**src/rtl/gray_pkg.sv**
```systemverilog
// Shared Gray-code helpers for the gray_counter slice.
// Values are carried in MAX_W-bit containers; callers cast down to their own width.
package gray_pkg;

   localparam int MAX_W = 32;

   function automatic logic [MAX_W-1:0] bin2gray(input logic [MAX_W-1:0] bin);
      return bin ^ (bin >> 1);
   endfunction

   function automatic logic [MAX_W-1:0] gray2bin(input logic [MAX_W-1:0] gray);
      logic [MAX_W-1:0] bin;
      bin[MAX_W-1] = gray[MAX_W-1];
      for (int i = MAX_W - 2; i >= 0; i--) begin
         bin[i] = bin[i+1] ^ gray[i];
      end
      return bin;
   endfunction

   // All-ones value for a counter of the given width (2^width - 1).
   function automatic logic [MAX_W-1:0] max_val(input int width);
      return (width >= MAX_W) ? '1 : ((MAX_W'(1) << width) - MAX_W'(1));
   endfunction

   localparam int               DEF_WIDTH    = 4;
   localparam logic [MAX_W-1:0] DEF_MAX_VAL  = max_val(DEF_WIDTH);
   localparam logic [MAX_W-1:0] DEF_RST_GRAY = bin2gray('0);

endpackage

```
**src/rtl/gray_counter_enc.sv**
```systemverilog
// Combinational binary-to-Gray encoder, WIDTH bits in and out.
module gray_enc
   import gray_pkg::*;
#(
   parameter int WIDTH = DEF_WIDTH
) (
   input  logic [WIDTH-1:0] bin,
   output logic [WIDTH-1:0] gray
);

   assign gray = bin ^ (bin >> 1);

endmodule

```
**src/rtl/gray_counter.sv**
```systemverilog
// Up/down Gray-code counter with registered binary and Gray outputs.
// Optional step checker enabled by defining GRAY_CNT_STEP_CHK_EN (adds step_err).
module gray_counter
   import gray_pkg::*;
#(
   parameter int                WIDTH   = 4,
   parameter bit                WRAP    = 1'b1,
   parameter logic [WIDTH-1:0]  RST_VAL = '0
) (
   input  logic             clk,
   input  logic             rst,
   input  logic             en,
   input  logic             up_dn,
   input  logic             load,
   input  logic [WIDTH-1:0] load_val,
   output logic [WIDTH-1:0] bin_out,
   output logic [WIDTH-1:0] gray_out,
   output logic             tc
`ifdef GRAY_CNT_STEP_CHK_EN
   ,
   output logic             step_err
`endif
);

   localparam logic [WIDTH-1:0] MAX_VAL  = WIDTH'(max_val(WIDTH));
   localparam logic [WIDTH-1:0] RST_GRAY = WIDTH'(bin2gray(MAX_W'(RST_VAL)));

   logic [WIDTH-1:0] bin_q;
   logic [WIDTH-1:0] gray_q;
   logic [WIDTH-1:0] bin_next;
   logic [WIDTH-1:0] gray_next;

   // NOTE: bin_next is assigned a default first so every path is covered and no latch is inferred.
   always_comb begin
      bin_next = bin_q;
      if (load) begin
         bin_next = load_val;
      end else if (en) begin
         if (up_dn) begin
            if (bin_q == MAX_VAL) bin_next = WRAP ? '0 : bin_q;
            else                  bin_next = bin_q + WIDTH'(1);
         end else begin
            if (bin_q == '0) bin_next = WRAP ? MAX_VAL : bin_q;
            else             bin_next = bin_q - WIDTH'(1);
         end
      end
   end

   // Encoding the next value keeps gray_out aligned with bin_out in the same cycle.
   gray_enc #(.WIDTH(WIDTH)) u_enc (
      .bin  (bin_next),
      .gray (gray_next)
   );

   // NOTE: registers use non-blocking assignments so all state updates see pre-edge values.
   always_ff @(posedge clk) begin
      if (rst) begin
         bin_q  <= RST_VAL;
         gray_q <= RST_GRAY;
      end else begin
         bin_q  <= bin_next;
         gray_q <= gray_next;
      end
   end

   assign bin_out  = bin_q;
   assign gray_out = gray_q;
   assign tc       = (up_dn && (bin_q == MAX_VAL)) || (!up_dn && (bin_q == '0));

`ifdef GRAY_CNT_STEP_CHK_EN
   logic [WIDTH-1:0] step_diff;

   assign step_diff = gray_q ^ gray_next;

   // Flags count steps that move more than one Gray bit; holds and loads are excluded.
   always_ff @(posedge clk) begin
      if (rst) begin
         step_err <= 1'b0;
      end else begin
         step_err <= en && !load && (step_diff != '0) && ($countones(step_diff) != 1);
      end
   end
`endif

endmodule

```
**config.mk**
```make
export PLATFORM = sky130hd
export DESIGN_NAME = gray_counter
export DESIGN_NICKNAME = d
export VERILOG_FILES = /design/src/rtl/gray_pkg.sv /design/src/rtl/gray_counter_enc.sv /design/src/rtl/gray_counter.sv
export SDC_FILE = /design/constraint.sdc
export NUM_CORES = 1
export LEC_CHECK = 0
export BUFFER_PORTS_ARGS = -buffer_cell sky130_fd_sc_hd__buf_4
export CAP_MARGIN = 10
export CELL_PAD_IN_SITES_DETAIL_PLACEMENT = 0
export CELL_PAD_IN_SITES_GLOBAL_PLACEMENT = 2
export CORE_MARGIN = 1.5
export CORE_UTILIZATION = 29
export CTS_BUF_LIST = sky130_fd_sc_hd__clkbuf_8 sky130_fd_sc_hd__clkbuf_16
export CTS_CLUSTER_SIZE = 40
export DETAILED_ROUTE_END_ITERATION = 10
export GPL_ROUTABILITY_DRIVEN = 0
export GPL_TIMING_DRIVEN = 0
export HOLD_SLACK_MARGIN = 0.05
export PLACE_DENSITY_LB_ADDON = 0.1
export SLEW_MARGIN = 20
export SYNTH_ARGS = -nofsm -noshare
export SYNTH_HDL_FRONTEND = slang
export SYNTH_HIERARCHICAL = 1
export SYNTH_SLANG_ARGS = --single-unit
```
**constraint.sdc**
```tcl
create_clock -name clk -period 3.31 [get_ports clk]
set_input_delay 0.993 -clock clk [delete_from_list [all_inputs] [get_ports clk]]
set_output_delay 0.993 -clock clk [all_outputs]
set_load 0.01 [all_outputs]
```
== After elaboration in Yosys (flattened, before gate mapping) ==
Index checks and enable logic that the tools add are counted.
Storage, ports and cells
  flip-flop bits (word level): 8
  input bits: 9
  output and inout port bits: 9
  logic and storage cells: 16
Operators by class
  add/subtract/negate cells: 2
  equal/unequal tests: 1
  muxes and demuxes: 5
  bitwise logic cells: 1
  reductions and logical operators: 5
Operator list (number)
  $mux W4: 5
  $add A4 B1 Y4 const B: 1
  $eq A4 B4 Y1 const B: 1
  $logic_not A4 Y1: 1
  $sub A4 B1 Y4 const B: 1
  $xor A4 B3 Y4: 1
  $logic_and A1 B1 Y1: 2
  $logic_not A1 Y1: 1
  $logic_or A1 B1 Y1: 1

== Depth between registers and ports, before layout ==
  depth in word-level cells: 6
  mapped depth: 9
  gate-level depth less buffers: 8

== Hierarchy ==
The synthesis kept the hierarchy.
By module, submodules not included
  gray_counter: instances 1, cells each 55, area each 489.2 µm², seq. area each 160.2 µm²
  gray_enc: instances 1, cells each 4, area each 33.8 µm², seq. area each 0.0 µm²

== Least setup slack after synthesis ==
Ideal clock, no wire load.
  kind: in2out
  from: input port up_dn
  to: output port tc
  arrival time: 1.719 ns
  data required time: 2.317 ns
  path slack: 0.598 ns
  stages: 3
  buffers on the path: 1
  cells stage by stage: buf_2 > or3b_4 > o21ai_1
On the way
  longest elaborated chain between the ends: 3
Ends and longest elaborated chain
  start: declaration: line gray_counter.sv:13  | input logic up_dn,
  $logic_not A1 Y1: line gray_counter.sv:68  | assign tc = (up_dn && (bin_q == MAX_VAL)) || (!up_dn && (bin_q == '0));
  $logic_and A1 B1 Y1: line gray_counter.sv:68
  $logic_or A1 B1 Y1 (*): line gray_counter.sv:68
  end: declaration: line gray_counter.sv:18  | output logic tc
Every way passes the cells marked *; elsewhere a longest branch is shown, timed or not.

== Worst setup path in the final report ==
Same ends and word-level chain as after synthesis.

==> impl_metrics.ini <==
[status]
outcome = complete, no violations

[cts]
clock_path_buffers = 2
clkLatencyLatePin_ns = 0.22
cts_root_buf = clkbuf_8
htreeDepth = 1
clkSinkCount = 8
clkTransAtPathRegs_ns = 0.04
post_cts_buffers = 0
cts_tree = yes
cts_resized = 0
ctsHoldBuffers = 0
cts-buffers-inserted = 3

[power_and_ir_drop]
power.leakage_nw = 0.320
ir_drop_uv = 145
p_total_uw = 319
power_density_nw_per_um2 = 446

[worst_setup_path]
criticalPathCategory = in -> out
path_buf_inv = 2
cp_max_fo = 7
start_kind = input port
slowest_stage = or3b_4
crit_family = simple AND/OR/NAND/NOR gates
path_depth = 4
end_kind = output port
cp_cell_sequence = buf_2, or3b_4, o21ai_1, buf_4
crit_path_start = up_dn
reg2regPathDepth = 8
required_ns = 2.32
reg2reg_from = bin_out[1]
critPathMaxStageDelay_ns = 0.39
cp.arrival_ns = 1.79

[logic_synthesis]
yosys.area.top_type_share_pct = 30.6
ys_top_cells_by_count = dfxtp_1 (8), nor2b_1 (5), nand2_1 (4), nor2_1 (4), xor2_1 (4)
seq_area_frac_synth_pct = 30.6
synthFlopType = dfxtp_1
synth.most_common_cell = dfxtp_1
syn_nets = 70
syn_inst = 59
yosys.cell_types.count = 32
yosys.area.top_type = dfxtp_1
synth_area_per_cell_um2 = 8.86
synth_area_um2 = 523
synthTopCellsByArea = dfxtp_1 (31%), xor2_1 (6.7%), nor2b_1 (6.0%), ha_1 (4.8%), buf_6 (4.3%)
synthArstFlopShare_pct = 0
ys_seq_elements = 8
synth_edf_count = 0
yosys_warnings = 6

[timing]
hold_viol = 0
fin_tns_setup_ns = 0
grt_setup_unrepaired = false
slew_viol_final = 0
max_freq_ghz = 0.359
skew_ns = 0.000705
setup_viol = 0
slew_headroom_pct = 65.9
period_needed_ns = 2.78
min_period_over_period_pct = 84.1
max_slew.worst_pin.slew_ns = 0.504

[place]
dp_hpwl_um = 855
place_area_um2 = 674
portBuffers = 16

[cells_and_area]
design_area_um2 = 716
final_nets = 91
num-fill-cells = 187
area_growth_pct = 36.8
diodes = 0
drive_above_1_share_pct = 35.9

[global_route]
overflow = 0
grt_start_max_net_pins = 9
grt_pass1_vias = 397
gr-usage-all-layers_pct = 12.1
antenna_found_initial = 0
grt_pass1_wl_um = 1750

[floorplan]
die_area_um2 = 2070
start_util_pct = 30.6
row_count = 15
die_w_um = 45.5
die_h_um = 45.5
io_pins = 18
core-area_um2 = 1710

[min_path]
hold_class = reg -> reg
hold_depth = 3
hp-start = bin_out[2]

[route]
vias_per_cell = 4.51
wirelength_um = 1090
post_drt_wl_per_cell_um = 10.6
postRouteAntennaNets = 0
firstDrtPassIters = 3
drc_errors = 0
vias = 465
drt_iter0_drc = 4

[job]
drv_cap = 0
## placed cells by master, fill, tap and decap left out, drive strengths merged
| master | n |
|---|---|
| mux2i | 1 |
| o31ai | 1 |
| a31oi | 1 |
| a31o | 1 |
| mux2 | 1 |
| buf | 20 |
| inv | 3 |
| a21oi | 3 |
| nor3 | 2 |
| ha | 2 |
| nand4 | 1 |
| nand2 | 4 |
| dfxtp | 8 |
| nor2 | 4 |
| nor2b | 5 |
| or3 | 1 |
| o2111a | 1 |
| nor4b | 1 |
| or3b | 1 |
| xor2 | 4 |
| o211ai | 1 |
| o21a | 1 |
| o21ai | 3 |
| clkbuf | 4 |
| xnor2 | 1 |
| o21ba | 1 |
| o31a | 1 |
| a211oi | 1 |
## per-layer routing
layer | up-vias | global-route usage (%) | routed length [um]
met3 | 0 | 1.19 | 50
met2 | 13 | 18.3 | 506
met5 | - | 0 | 0
met4 | 0 | 7.06 | 0
li1 | 242 | - | -
met1 | 210 | 16.5 | 530
## area by class of cell
cell class / instances / area [um2] / area share (%)
well taps: 25 / 31.3 / 4.37
flip-flops and latches: 8 / 160 / 22.4
inverters: 3 / 11.3 / 1.57
multi-input cells: 43 / 313 / 43.7
plain buffers: 5 / 38.8 / 5.42
repair buffers: 16 / 120 / 16.8
clock buffers: 3 / 41.3 / 5.77
## power by group
group	total, mW	internal, mW	switching, mW	leakage, nW
Clock	0.111	0.0783	0.0328	0.0216
Combinational	0.0948	0.0515	0.0433	0.231
Sequential	0.113	0.107	0.00602	0.0665
Total	0.319	0.237	0.0821	0.320
## sequential cells by signal, indices dropped and copies added, names as in the netlist
name and cells:
gray_out 4, bin_out 4
## metrics by stage
stage                     hold slack (ns)  utilization, %  std cells  worst slack (ns)
final                               0.806            41.9        103             0.527
after global routing                0.840            41.9        103             0.504
after CTS                           0.810            41.9        103             0.524
after detailed placement            0.795            39.5        100             0.525
after global placement              0.797            39.5        100             0.541
after floorplan                     0.762               -         59             0.598
## worst min-delay path, stage by stage (launching register included)
cell and delay [ns]:
dfxtp_1 0.31, buf_6 0.13, xor2_1 0.19, a211oi_1 0.12
## logic make-up (layout without fill, tap and decap cells)
family	after synthesis	in the layout	share of synthesized area, %
mux	2	2	4.07
simple gates	19	19	21.8
flops	8	8	30.6
buf+inv	8	27	9.57
compound gates	15	15	20.8
xor+xnor	5	5	8.37
fa+ha+maj	2	2	4.78
## path summary, 6_finish.rpt
check	endpoint	slack, ns
worst max-delay path	tc	0.53
worst min register to register	bin_out[2]	0.81
worst min-delay path	bin_out[2]	0.81
worst max register to register	gray_out[0]	1.24
Power figures use the tool's default switching activity.
